===== config.mk =====
export PLATFORM = sky130hd
export DESIGN_NAME = mem_port_arbiter
export DESIGN_NICKNAME = d
export VERILOG_FILES = /design/src/rtl/mem_port_arbiter.sv
export SDC_FILE = /design/constraint.sdc
export NUM_CORES = 1
export LEC_CHECK = 0
export CAP_MARGIN = 20
export CORE_ASPECT_RATIO = 0.6
export CORE_UTILIZATION = 40
export DETAILED_ROUTE_END_ITERATION = 8
export MAX_ROUTING_LAYER = met4
export PLACE_DENSITY = 0.79
export SLEW_MARGIN = 10
export SYNTH_ARGS = -nofsm -noshare
export SYNTH_HDL_FRONTEND = slang
export SYNTH_SLANG_ARGS = --single-unit
export TNS_END_PERCENT = 5

===== constraint.sdc =====
create_clock -name clk -period 2.22 [get_ports clk]
set_input_delay 0.444 -clock clk [delete_from_list [all_inputs] [get_ports clk]]
set_output_delay 0.444 -clock clk [all_outputs]
set_load 0.005 [all_outputs]

===== src/rtl/mem_port_arbiter.sv =====
// Shares one single-port RAM between instruction fetch (read-only) and the memory stage.
// One RAM transaction in flight at a time; MEM wins ties unless IF has been starved.
module mem_port_arbiter #(
  parameter int unsigned ADDR_W       = 32,
  parameter int unsigned DATA_W       = 32,
  parameter int unsigned STARVE_LIMIT = 4
) (
  input  logic              clk,
  input  logic              rst_n,
  input  logic              if_re_i,
  input  logic [ADDR_W-1:0] if_addr_i,
  output logic              if_busy_o,
  output logic              if_done_o,
  output logic [DATA_W-1:0] if_data_o,
  input  logic              mem_re_i,
  input  logic              mem_we_i,
  input  logic [ADDR_W-1:0] mem_addr_i,
  input  logic [DATA_W-1:0] mem_wdata_i,
  input  logic [3:0]        mem_sel_i,
  output logic              mem_busy_o,
  output logic              mem_done_o,
  output logic [DATA_W-1:0] mem_rdata_o,
  output logic              ram_req_o,
  output logic              ram_we_o,
  output logic [ADDR_W-1:0] ram_addr_o,
  output logic [DATA_W-1:0] ram_wdata_o,
  output logic [3:0]        ram_sel_o,
  input  logic              ram_ack_i,
  input  logic [DATA_W-1:0] ram_rdata_i,
  output logic              err_o
);

  localparam int unsigned CNT_W = (STARVE_LIMIT < 1) ? 1 : $clog2(STARVE_LIMIT + 1);
  localparam logic [CNT_W-1:0] CNT_MAX = CNT_W'(STARVE_LIMIT);

  typedef enum logic [1:0] {
    IDLE    = 2'd0,
    IF_ACC  = 2'd1,
    MEM_ACC = 2'd2
  } state_t;

  state_t state_q;
  state_t state_d;

  logic             grant_if;
  logic             grant_mem;
  logic             ack_if;
  logic             ack_mem;
  logic             stray_ack;
  logic             mem_req;

  logic [CNT_W-1:0]  starve_q;
  logic              busy_q;
  logic              ram_req_q;
  logic              ram_we_q;
  logic [ADDR_W-1:0] ram_addr_q;
  logic [DATA_W-1:0] ram_wdata_q;
  logic [3:0]        ram_sel_q;
  logic              if_done_q;
  logic              mem_done_q;
  logic [DATA_W-1:0] if_data_q;
  logic [DATA_W-1:0] mem_rdata_q;
  logic              err_q;

  // State register
  always_ff @(posedge clk or negedge rst_n) begin
    if (!rst_n) begin
      state_q <= IDLE;
    end else begin
      state_q <= state_d;
    end
  end

  // Next-state: arbitration in IDLE, wait for the RAM ack in either access state
  always_comb begin
    state_d   = state_q;
    grant_if  = 1'b0;
    grant_mem = 1'b0;
    ack_if    = 1'b0;
    ack_mem   = 1'b0;
    stray_ack = 1'b0;
    mem_req   = mem_re_i | mem_we_i;
    case (state_q)
      IDLE: begin
        stray_ack = ram_ack_i;
        if (if_re_i && ((starve_q == CNT_MAX) || !mem_req)) begin
          grant_if = 1'b1;
          state_d  = IF_ACC;
        end else if (mem_req) begin
          grant_mem = 1'b1;
          state_d   = MEM_ACC;
        end
      end
      IF_ACC: begin
        if (ram_ack_i) begin
          ack_if  = 1'b1;
          state_d = IDLE;
        end
      end
      MEM_ACC: begin
        if (ram_ack_i) begin
          ack_mem = 1'b1;
          state_d = IDLE;
        end
      end
      default: state_d = IDLE;
    endcase
  end

  // RAM-side request registers, held stable for the whole access
  always_ff @(posedge clk or negedge rst_n) begin
    if (!rst_n) begin
      busy_q      <= 1'b0;
      ram_req_q   <= 1'b0;
      ram_we_q    <= 1'b0;
      ram_addr_q  <= '0;
      ram_wdata_q <= '0;
      ram_sel_q   <= 4'h0;
    end else begin
      busy_q    <= (state_d != IDLE);
      ram_req_q <= (state_d != IDLE);
      if (grant_if) begin
        ram_we_q    <= 1'b0;
        ram_addr_q  <= if_addr_i;
        ram_wdata_q <= '0;
        ram_sel_q   <= 4'hF;
      end else if (grant_mem) begin
        ram_we_q    <= mem_we_i;
        ram_addr_q  <= mem_addr_i;
        ram_wdata_q <= mem_wdata_i;
        ram_sel_q   <= mem_sel_i;
      end
    end
  end

  // Starvation counter: counts MEM grants that IF sat through
  always_ff @(posedge clk or negedge rst_n) begin
    if (!rst_n) begin
      starve_q <= '0;
    end else if (grant_if) begin
      starve_q <= '0;
    end else if (grant_mem) begin
      if (!if_re_i) begin
        starve_q <= '0;
      end else if (starve_q != CNT_MAX) begin
        starve_q <= starve_q + CNT_W'(1);
      end
    end
  end

  // Requester-side completion pulses and held read data
  always_ff @(posedge clk or negedge rst_n) begin
    if (!rst_n) begin
      if_done_q   <= 1'b0;
      mem_done_q  <= 1'b0;
      if_data_q   <= '0;
      mem_rdata_q <= '0;
    end else begin
      if_done_q  <= ack_if;
      mem_done_q <= ack_mem;
      if (ack_if) begin
        if_data_q <= ram_rdata_i;
      end
      if (ack_mem && !ram_we_q) begin
        mem_rdata_q <= ram_rdata_i;
      end
    end
  end

  // Sticky protocol error: RAM acknowledged with nothing outstanding
  always_ff @(posedge clk or negedge rst_n) begin
    if (!rst_n) begin
      err_q <= 1'b0;
    end else if (stray_ack) begin
      err_q <= 1'b1;
    end
  end

  assign if_busy_o   = busy_q;
  assign mem_busy_o  = busy_q;
  assign if_done_o   = if_done_q;
  assign if_data_o   = if_data_q;
  assign mem_done_o  = mem_done_q;
  assign mem_rdata_o = mem_rdata_q;
  assign ram_req_o   = ram_req_q;
  assign ram_we_o    = ram_we_q;
  assign ram_addr_o  = ram_addr_q;
  assign ram_wdata_o = ram_wdata_q;
  assign ram_sel_o   = ram_sel_q;
  assign err_o       = err_q;

endmodule


# After elaboration in Yosys (flattened, before gate mapping)
# Index checks and enable logic that the tools add are counted.
[classes]
shifts = 0
order_cmp = 0
reduce_logical = 10
n_mul = 0
mux = 25
n_div = 0
n_addsub = 1
eq_ne = 5
bitwise = 1
[ops]
columns = ["operator", "count"]
rows = [
  ["32-bit 2-to-1 mux", 4],
  ["3-bit 2-to-1 mux", 4],
  ["1-bit 2-to-1 mux", 11],
  ["4-bit 2-to-1 mux", 2],
  ["2-bit 2-to-1 mux", 3],
  ["2-bit one-hot mux with 2 select lines", 1],
  ["2-bit nonzero test", 2],
  ["3-bit by 1-bit adder with 3-bit output (second input constant)", 1],
  ["3-bit == test (second input constant)", 1],
  ["3-bit by 1-bit != test with 1-bit output (second input constant)", 1],
  ["3-bit != test (second input constant)", 1],
  ["2-bit by 1-bit == test with 1-bit output (second input constant)", 1],
  ["2-bit == test (second input constant)", 1],
  ["1-bit logical AND", 2],
  ["1-bit logical NOT", 2],
  ["2-bit logical NOT", 1],
  ["2-bit AND reduction", 1],
  ["2-bit OR reduction", 1],
  ["1-bit logical OR", 1],
  ["1-bit bitwise OR", 1],
]
[totals]
mem_count = 0
out_inout_bits = 139
latch_bits = 0
regBits = 142
input_bits = 138
mem_bits_rw = 0
romBits = 0

# Depth between registers and ports, before layout
# Gate-level depths: netlist of run 1.
[logic_depth]
word_depth = 8
depth_mapped = 8
mapped_depth_nobuf = 5

# Worst setup path after synthesis of run 1
# Ideal clock, no wire load.
[synth_timing]
kind = "register to register"
startpoint = "reg state_q[0]"
endpoint = "reg mem_rdata_q[10] (netlist: mem_rdata_o[10])"
period_less_slack_ns = 1.681
path_slack_ns = 0.539
arrival_ns = 1.556
path_buffers = 2
path_stages_with_launch = 8
setup_ns = 0.125
path_cell_list = "dfrtp_1 -> inv_1 -> ha_1 -> and2_1 -> nand2b_1 -> clkbuf_1 -> buf_2 -> mux2_2"
[synth_between]
elab_chain_len = 3
[synth_rtl]
columns = ["element", "line_no", "source"]
rows = [
  ["start: declaration", "42", "state_t state_q;"],
  ["start signal: assignment", "70", "state_q <= state_d;"],
  ["2-bit == test", "83", "case (state_q)"],
  ["1-bit 2-to-1 mux", "83", ""],
  ["via ack_mem", "48", "logic ack_mem;"],
  ["1-bit logical AND", "164", "if (ack_mem && !ram_we_q) begin"],
  ["end signal: assignment", "165", "mem_rdata_q <= ram_rdata_i;"],
  ["end: declaration", "62", "logic [DATA_W-1:0] mem_rdata_q;"],
]
# The timed path passes the listed nets, and every way through them passes these cells.
# A chain may end at the register's enable or synchronous reset.

# Worst setup path after layout of run 1
[layout_timing]
startpoint = "reg state_q[0]"
endpoint = "reg ram_addr_q[20] (netlist: ram_addr_o[20])"
[layout_between]
elab_chain_len = 3
word_cells_on_any_way = 5
classes_between = "3 x mux; 2 x reduce/logical"
[layout_rtl]
columns = ["element", "line_no", "source"]
rows = [
  ["2-bit logical NOT (*)", "83", ""],
  ["1-bit 2-to-1 mux", "83", ""],
  ["32-bit 2-to-1 mux / 2-bit nonzero test (equally long branches)", "-", ""],
  ["end signal: assignment", "124", "ram_addr_q <= if_addr_i;"],
  ["end signal: assignment", "129", "ram_addr_q <= mem_addr_i;"],
  ["end: declaration", "56", "logic [ADDR_W-1:0] ram_addr_q;"],
]
# Every way passes the cells marked *; elsewhere a longest branch is shown, timed or not.

==> metrics.cfg, run 1 <==
[outcome]
outcome=finished, final reports clean

[critical_path]
critPathLaunchType=flip-flop
critPathCaptureType=flip-flop
worstPathRequired_ns=2.54
worstPathArrival_ns=2.24
cpPeakStageDelay_ns=0.42
crit_fanout=32
slowest_stage=dfrtp_1
criticalPathCategory=flip-flop to flip-flop
crit_chain=inv_1 -> ha_1 -> and2_1 -> buf_4 -> a31oi_1 -> a21oi_1
reg2reg_depth=6

[sta]
fmax_mhz=521
rsz0062_at_grt=false
finClkSkew_ns=0.0128
setup_ws_ns=0.300
hold_viol_final=0
layout_min_cycle_time_ns=1.92
setup_violations=0
tns_ns=0
worst_pin_slew_ns=0.514
slew_headroom_pct=65.7
fin_crit_sh_pct=86.5
slew_violations=0

[min_path]
hold_depth=1
hold_class=flip-flop to flip-flop

[yosys]
synth_fa_ha_area_share_pct=1.30
synth-edff-count=0
avgSynthCellArea_sq_um=12.8
synth-xor-area-share_pct=0
synth_mux_area_share_pct=12.7
synth_warnings=0
netlist_top_cells_area=dfrtp_1 (62%), mux2_2 (13%), a22o_1 (5.0%), a31oi_1 (3.6%), a21oi_1 (2.9%)
synth_top_area_cell=dfrtp_1
postSynthNetCount=596
synthSimpleGateAreaFrac_pct=3.78
synth_seq_cells=142
synthDominantCellAreaShare_pct=61.7
synth_flop_cell=dfrtp_1
synth_compound_area_share_pct=16.5
synthesis.area_sq_mm=0.00576
syn-instance-count=452
synth-async-reset-ratio_pct=100
seq_area_frac_synth_pct=61.7
synth_cell_type_count=33
synth_top_family_by_area=compound AO/OA/AOI/OAI gates

[global_route]
grt_pass1_vias=5088
grt_pass1_wl_microns=26500
grt_overflow=0
antenna_found_initial=1
grt_usage_pct=24.1
grt_max_degree=55

[floorplanning]
rows=33
die_area_sq_mm=0.0149
coreArea_sq_mm=0.0139
die_y_microns=95.0
num_io_pins=277
start_util_pct=41.5
dieWidth_microns=157

[pwr]
swShare_pct=31.3
ir_worst_vdd_uv=574
p_int_mw=8.97
p_total_mw=13.1
power_density_mw_per_mm2=1400
p_comb_share_pct=44.0
p_clk_share_pct=21.3
p_sw_mw=4.09
power.leakage_nw=3.92
power_frac_seq_pct=34.7

[clock_network]
ctsHtreeMaxLevel=4
worstSkewPairLatency_ns=0.41
cts_buffers=17
cts_max_path_buffers=2
clockRootBuffer=clkbuf_16
path_clk_slew_ns=0.06
cts_resized=0
cts_tree=yes
cts_sinks=142

[finish]
area_growth_syn_to_layout_pct=62.4
ff_latch_area_sq_mm=0.00355
nets=867
multi_input_area_sq_mm=0.00199
drive_gt1_share_pct=15.5
fin_area_sq_mm=0.00936
fill_cells=1012

[routing]
num_vias=4861
routedWlPerCell_microns=18.4
drtAntennaViolNets=0
routed_wirelength_microns=17100
drc=0
vias_per_cell=5.23
firstDrtPassIters=5
drtIter0Drc=333

[place]
hpwl_microns=12200
place.gp.congestion=0.819
port_buffers=276
place_area_sq_mm=0.00876
pre_cts_ws_ns=0.0921

[job]
maxCapViolCount=0

## cell usage after synthesis, drive strengths merged, types with 2 or more instances
| master | instances |
|---|---|
| a22o | 33 |
| a31oi | 33 |
| buf | 29 |
| a32o | 2 |
| mux2 | 65 |
| dfrtp | 142 |
| o21ai | 34 |
| clkbuf | 10 |
| and2 | 2 |
| nand3 | 2 |
| o22a | 4 |
| nor2b | 2 |
| nand2b | 2 |
| nor2 | 33 |
| ha | 6 |
| inv | 5 |
| a21oi | 33 |
| nand2 | 4 |
## power by group through the flow
stage / logic (mW) / clock network [mW] / registers (mW)
6_report: 5.74 / 2.79 / 4.53
5_1_grt: 6.19 / 2.98 / 4.70
4_1_cts: 5.79 / 2.86 / 4.54
3_5_place_dp: 5.76 / 0 / 4.55
3_3_place_gp: 5.60 / 0 / 4.47
2_1_floorplan: 2.29 / 0 / 4.57
## layout by cell type, fill, tap and decap left out, drive strengths merged
cell,Yosys,layout
a21o,1,1
a21oi,33,33
a221oi,1,1
a22o,33,33
a2bb2oi,1,1
a31oi,33,33
a32o,2,2
and2,2,2
and3,1,1
and4,1,1
buf,29,15
bufinv,0,1
clkbuf,10,18
clkdlybuf4s50,0,275
clkinv,0,4
clkinvlp,0,2
dfrtp,142,142
diode,0,1
dlygate4sd3,0,1
ha,6,6
inv,5,12
mux2,65,65
nand2,4,4
nand2b,2,2
nand3,2,2
nor2,33,33
nor2b,2,2
nor4bb,1,1
o21ai,34,34
o22a,4,4
o22ai,1,1
o2bb2ai,1,1
o31a,1,1
o31ai,1,1
or2,1,1
## registers in the layout, indices dropped and copies added (netlist names)
name and count:
ram_addr_o 32, state_q 2, err_o 1, if_data_o 32, mem_done_o 1, ram_wdata_o 32, ram_sel_o 4, ram_req_o 1
starve_q 3, ram_we_o 1, if_done_o 1, mem_rdata_o 32
## worst paths after layout
path	start	end	slack, ns
worst max-delay path	state_q[0]	ram_addr_o[20]	0.30
worst min-delay path	err_o	err_o	0.47
worst max register to register	state_q[0]	ram_addr_o[20]	0.30
worst min register to register	err_o	err_o	0.47
max in group asynchronous	rst_n	if_data_o[4]	1.01
min in group asynchronous	rst_n	mem_rdata_o[30]	0.55
## logic make-up (layout without fill, tap and decap cells)
logic type | Yosys count | after routing
AND/OR/NAND/NOR | 49 | 49
flip-flops | 142 | 142
AO/OA/AOI/OAI | 146 | 146
buffers and inverters | 44 | 328
adder cells (fa/ha/maj) | 6 | 6
other | 0 | 1
multiplexers | 65 | 65
## final cells by class
class,instances,share of cell area (%)
sequential,142,38.0
inverter,5,0.201
tap,192,2.57
clock inverter,14,1.56
timing repair buffer,291,31.7
multi-input combinational,266,21.3
antenna,1,0.0267
clock buffer,18,4.69
## layer usage
metal  GRT usage, %  vias to the layer above  part of all wire (%)
li1               -                     2201                     -
met1           29.9                     2407                    42
met2           39.0                      238                    49
met3           6.15                       15                   7.5
met4           7.11                        0                   1.0
met5              -                        -                     0
## per-stage QoR
stage	utilization (%)	cells	hold slack [ns]
2_1_floorplan	-	452	0.148
3_3_place_gp	63.2	895	0.428
3_5_place_dp	63.2	895	0.436
4_1_cts	67.5	928	0.466
5_1_grt	67.5	929	0.483
6_report	67.5	929	0.465
## worst max-delay path, delay by kind of cell (launching register included)
family / cells / cell delay, ns
adders and majority gates: 1 / 0.41
AOI/OAI and AO/OA: 2 / 0.34
buffers and inverters: 2 / 0.44
and+or+nand+nor: 1 / 0.21
DFF: 1 / 0.42
## what timing repair did
action	in CTS	in global routing
hold endpoints to repair	27	0
setup endpoints to repair	0	0
hold buffers	1	0
setup buffers	0	0
No activity file was read; power rests on OpenSTA's default activity.
==> run 2: changes to the inputs <==
- ABC_AREA: not set -> 0
- CORE_ASPECT_RATIO: 0.6 -> not set
==> run 2 against run 1 <==
Worst hold slack worse by 0.0059 ns. Critical path type unchanged. First-iteration DRC count down 27%. Cell count down 1.3%. Utilization down 0.35 points. Critical path depth unchanged. Largest cell class unchanged. Highest routed layer unchanged. Sequential cell count unchanged.
==> metrics.cfg, run 2 (synthesis gave the netlist of run 1 again) <==
[outcome]
outcome=finished, final reports clean  ; unchanged

[routing]
drc=0  ; unchanged
firstDrtPassIters=4  ; was 5
drtIter0Drc=243  ; was 333
drtAntennaViolNets=0  ; unchanged
routedWlPerCell_microns=18.0  ; was 18.4 microns
num_vias=4849  ; was 4861
routed_wirelength_microns=16500  ; was 17100 microns
vias_per_cell=5.29  ; was 5.23

[floorplanning]
die_y_microns=122  ; was 95.0 microns
rows=43  ; was 33
coreArea_sq_mm=0.0140  ; was 0.0139 sq mm
start_util_pct=41.2  ; was 41.5%
die_area_sq_mm=0.0149  ; about the same
dieWidth_microns=122  ; was 157 microns
num_io_pins=277  ; unchanged

[clock_network]
cts_max_path_buffers=2  ; unchanged
cts_tree=yes  ; unchanged
postCtsHoldBufs=1  ; unchanged
cts_buffers=17  ; unchanged
ctsHtreeMaxLevel=4  ; unchanged
cts_resized=0  ; unchanged
clockRootBuffer=clkbuf_16  ; unchanged
path_clk_slew_ns=0.06  ; about the same
cts_sinks=142  ; unchanged
worstSkewPairLatency_ns=0.41  ; about the same
cts_setup_buffers=0  ; unchanged

[critical_path]
critPathCaptureType=flip-flop  ; unchanged
crit_end=ram_addr_o[25]  ; was ram_addr_o[20]
r2r_start=state_q[0]  ; unchanged
crit_fanout=32  ; unchanged
critPathLaunchType=flip-flop  ; unchanged
startpoint=state_q[0]  ; unchanged
criticalPathCategory=flip-flop to flip-flop  ; unchanged
crit_chain=inv_1 -> ha_1 -> and2_1 -> buf_4 -> a31oi_1 -> a21oi_1  ; unchanged
worstPathArrival_ns=2.34  ; was 2.24 ns
slowest_stage=ha_1  ; was dfrtp_1
r2r-end=ram_addr_o[25]  ; was ram_addr_o[20]
cpPeakStageDelay_ns=0.45  ; was 0.42 ns
setup.reg_to_reg.worst_slack_ns=0.20  ; was 0.30 ns
reg2reg_depth=6  ; unchanged
worstPathRequired_ns=2.55  ; was 2.54 ns

[sta]
rsz0062_at_grt=false  ; unchanged
slew_headroom_pct=69.0  ; was 65.7%
fmax_mhz=496  ; was 521 MHz
hold_viol_final=0  ; unchanged
fin_crit_sh_pct=90.8  ; was 86.5%
setup_violations=0  ; unchanged
slew_violations=0  ; unchanged
tns_ns=0  ; unchanged
worst_pin_slew_ns=0.465  ; was 0.514 ns
finClkSkew_ns=0.00707  ; was 0.0128 ns
layout_min_cycle_time_ns=2.02  ; was 1.92 ns

[finish]
layout_common_cells=clkdlybuf4s50_1 (275), dfrtp_1 (142), mux2_2 (64)  ; unchanged
fill_cells=1001  ; was 1012
drive_gt1_share_pct=15.3  ; was 15.5%
layout_commonest_cell=clkdlybuf4s50_1  ; unchanged
nets=869  ; was 867
area_growth_syn_to_layout_pct=62.9  ; was 62.4%
instances_no_fill=917  ; was 929
antenna_cells=0  ; was 1

[global_route]
grt_pass1_vias=4961  ; was 5088
grt_usage_pct=23.0  ; was 24.1%
antenna_found_initial=0  ; was 1
grt_overflow=0  ; unchanged
grt_max_degree=68  ; was 55
grt_pass1_wl_microns=25200  ; was 26500 microns

[min_path]
hold_depth=1  ; unchanged
hold_class=flip-flop to flip-flop  ; unchanged

[pwr]
ir_worst_vdd_uv=654  ; was 574 uV
power_density_mw_per_mm2=1410  ; was 1400 mW/mm^2
power.leakage_nw=3.95  ; was 3.92 nW

[place]
port_buffers=276  ; unchanged
hpwl_microns=11700  ; was 12200 microns
place.gp.congestion=0.766  ; was 0.819
dpl.cell_count=885  ; was 895

[job]
maxCapViolCount=0  ; unchanged

## run 2: report_power, final
group	internal [mW]	leakage [nW]	switching [mW]	total, mW
clock	2.00	0.310	1.05	3.05
combinational	3.50	1.94	2.16	5.66
sequential	3.83	1.70	0.685	4.52
## run 2: worst max-delay path: cells and delay by family (launching register included)
family	cells	cell delay [ns]
flops	1	0.43
compound gates	2	0.36
buf+inv	2	0.46
simple gates	1	0.23
fa+ha+maj	1	0.45
## run 2: layer usage
metal / routed length [microns] / part of all wire (%) / global-route usage, %
met1: 6420 / 39 / 26.2
met2: 8790 / 53 / 39.5
met3: 893 / 5.4 / 3.84
met4: 388 / 2.4 / 10.7
met5: 0 / 0 / -
## run 2: through the flow
step | util, % | power [mW] | instance area, sq um | setup slack [ns] | hold WS, ns
floorplan | - | 6.86 | 5760 | 0.539 | 0.148
global placement | 62.5 | 10.0 | 8740 | 0.254 | 0.345
detailed placement | 62.5 | 10.2 | 8740 | 0.160 | 0.350
CTS | 67.1 | 13.3 | 9390 | 0.225 | 0.464
global route | 67.1 | 14.0 | 9390 | 0.120 | 0.485
finish | 67.1 | 13.2 | 9390 | 0.203 | 0.459
## run 2: worst min path at each step
stage               start              to  slack [ns]
global placement    rst_n    if_data_o[3]        0.34
CTS                 err_o           err_o        0.46
detailed placement  rst_n  mem_rdata_o[3]        0.35
global route        err_o           err_o        0.49
floorplan           rst_n           err_o        0.15
finish              err_o           err_o        0.46
## run 2: area by class of cell
class                   instances  area [sq um]  area share [%]
multi-input cells             266          1990            21.2
clock inverters                 8           154            1.64
well taps                     180           225            2.40
repair buffers                293          2960            31.5
clock buffers                  23           488            5.20
inverters                       5          18.8           0.200
flip-flops and latches        142          3550            37.8
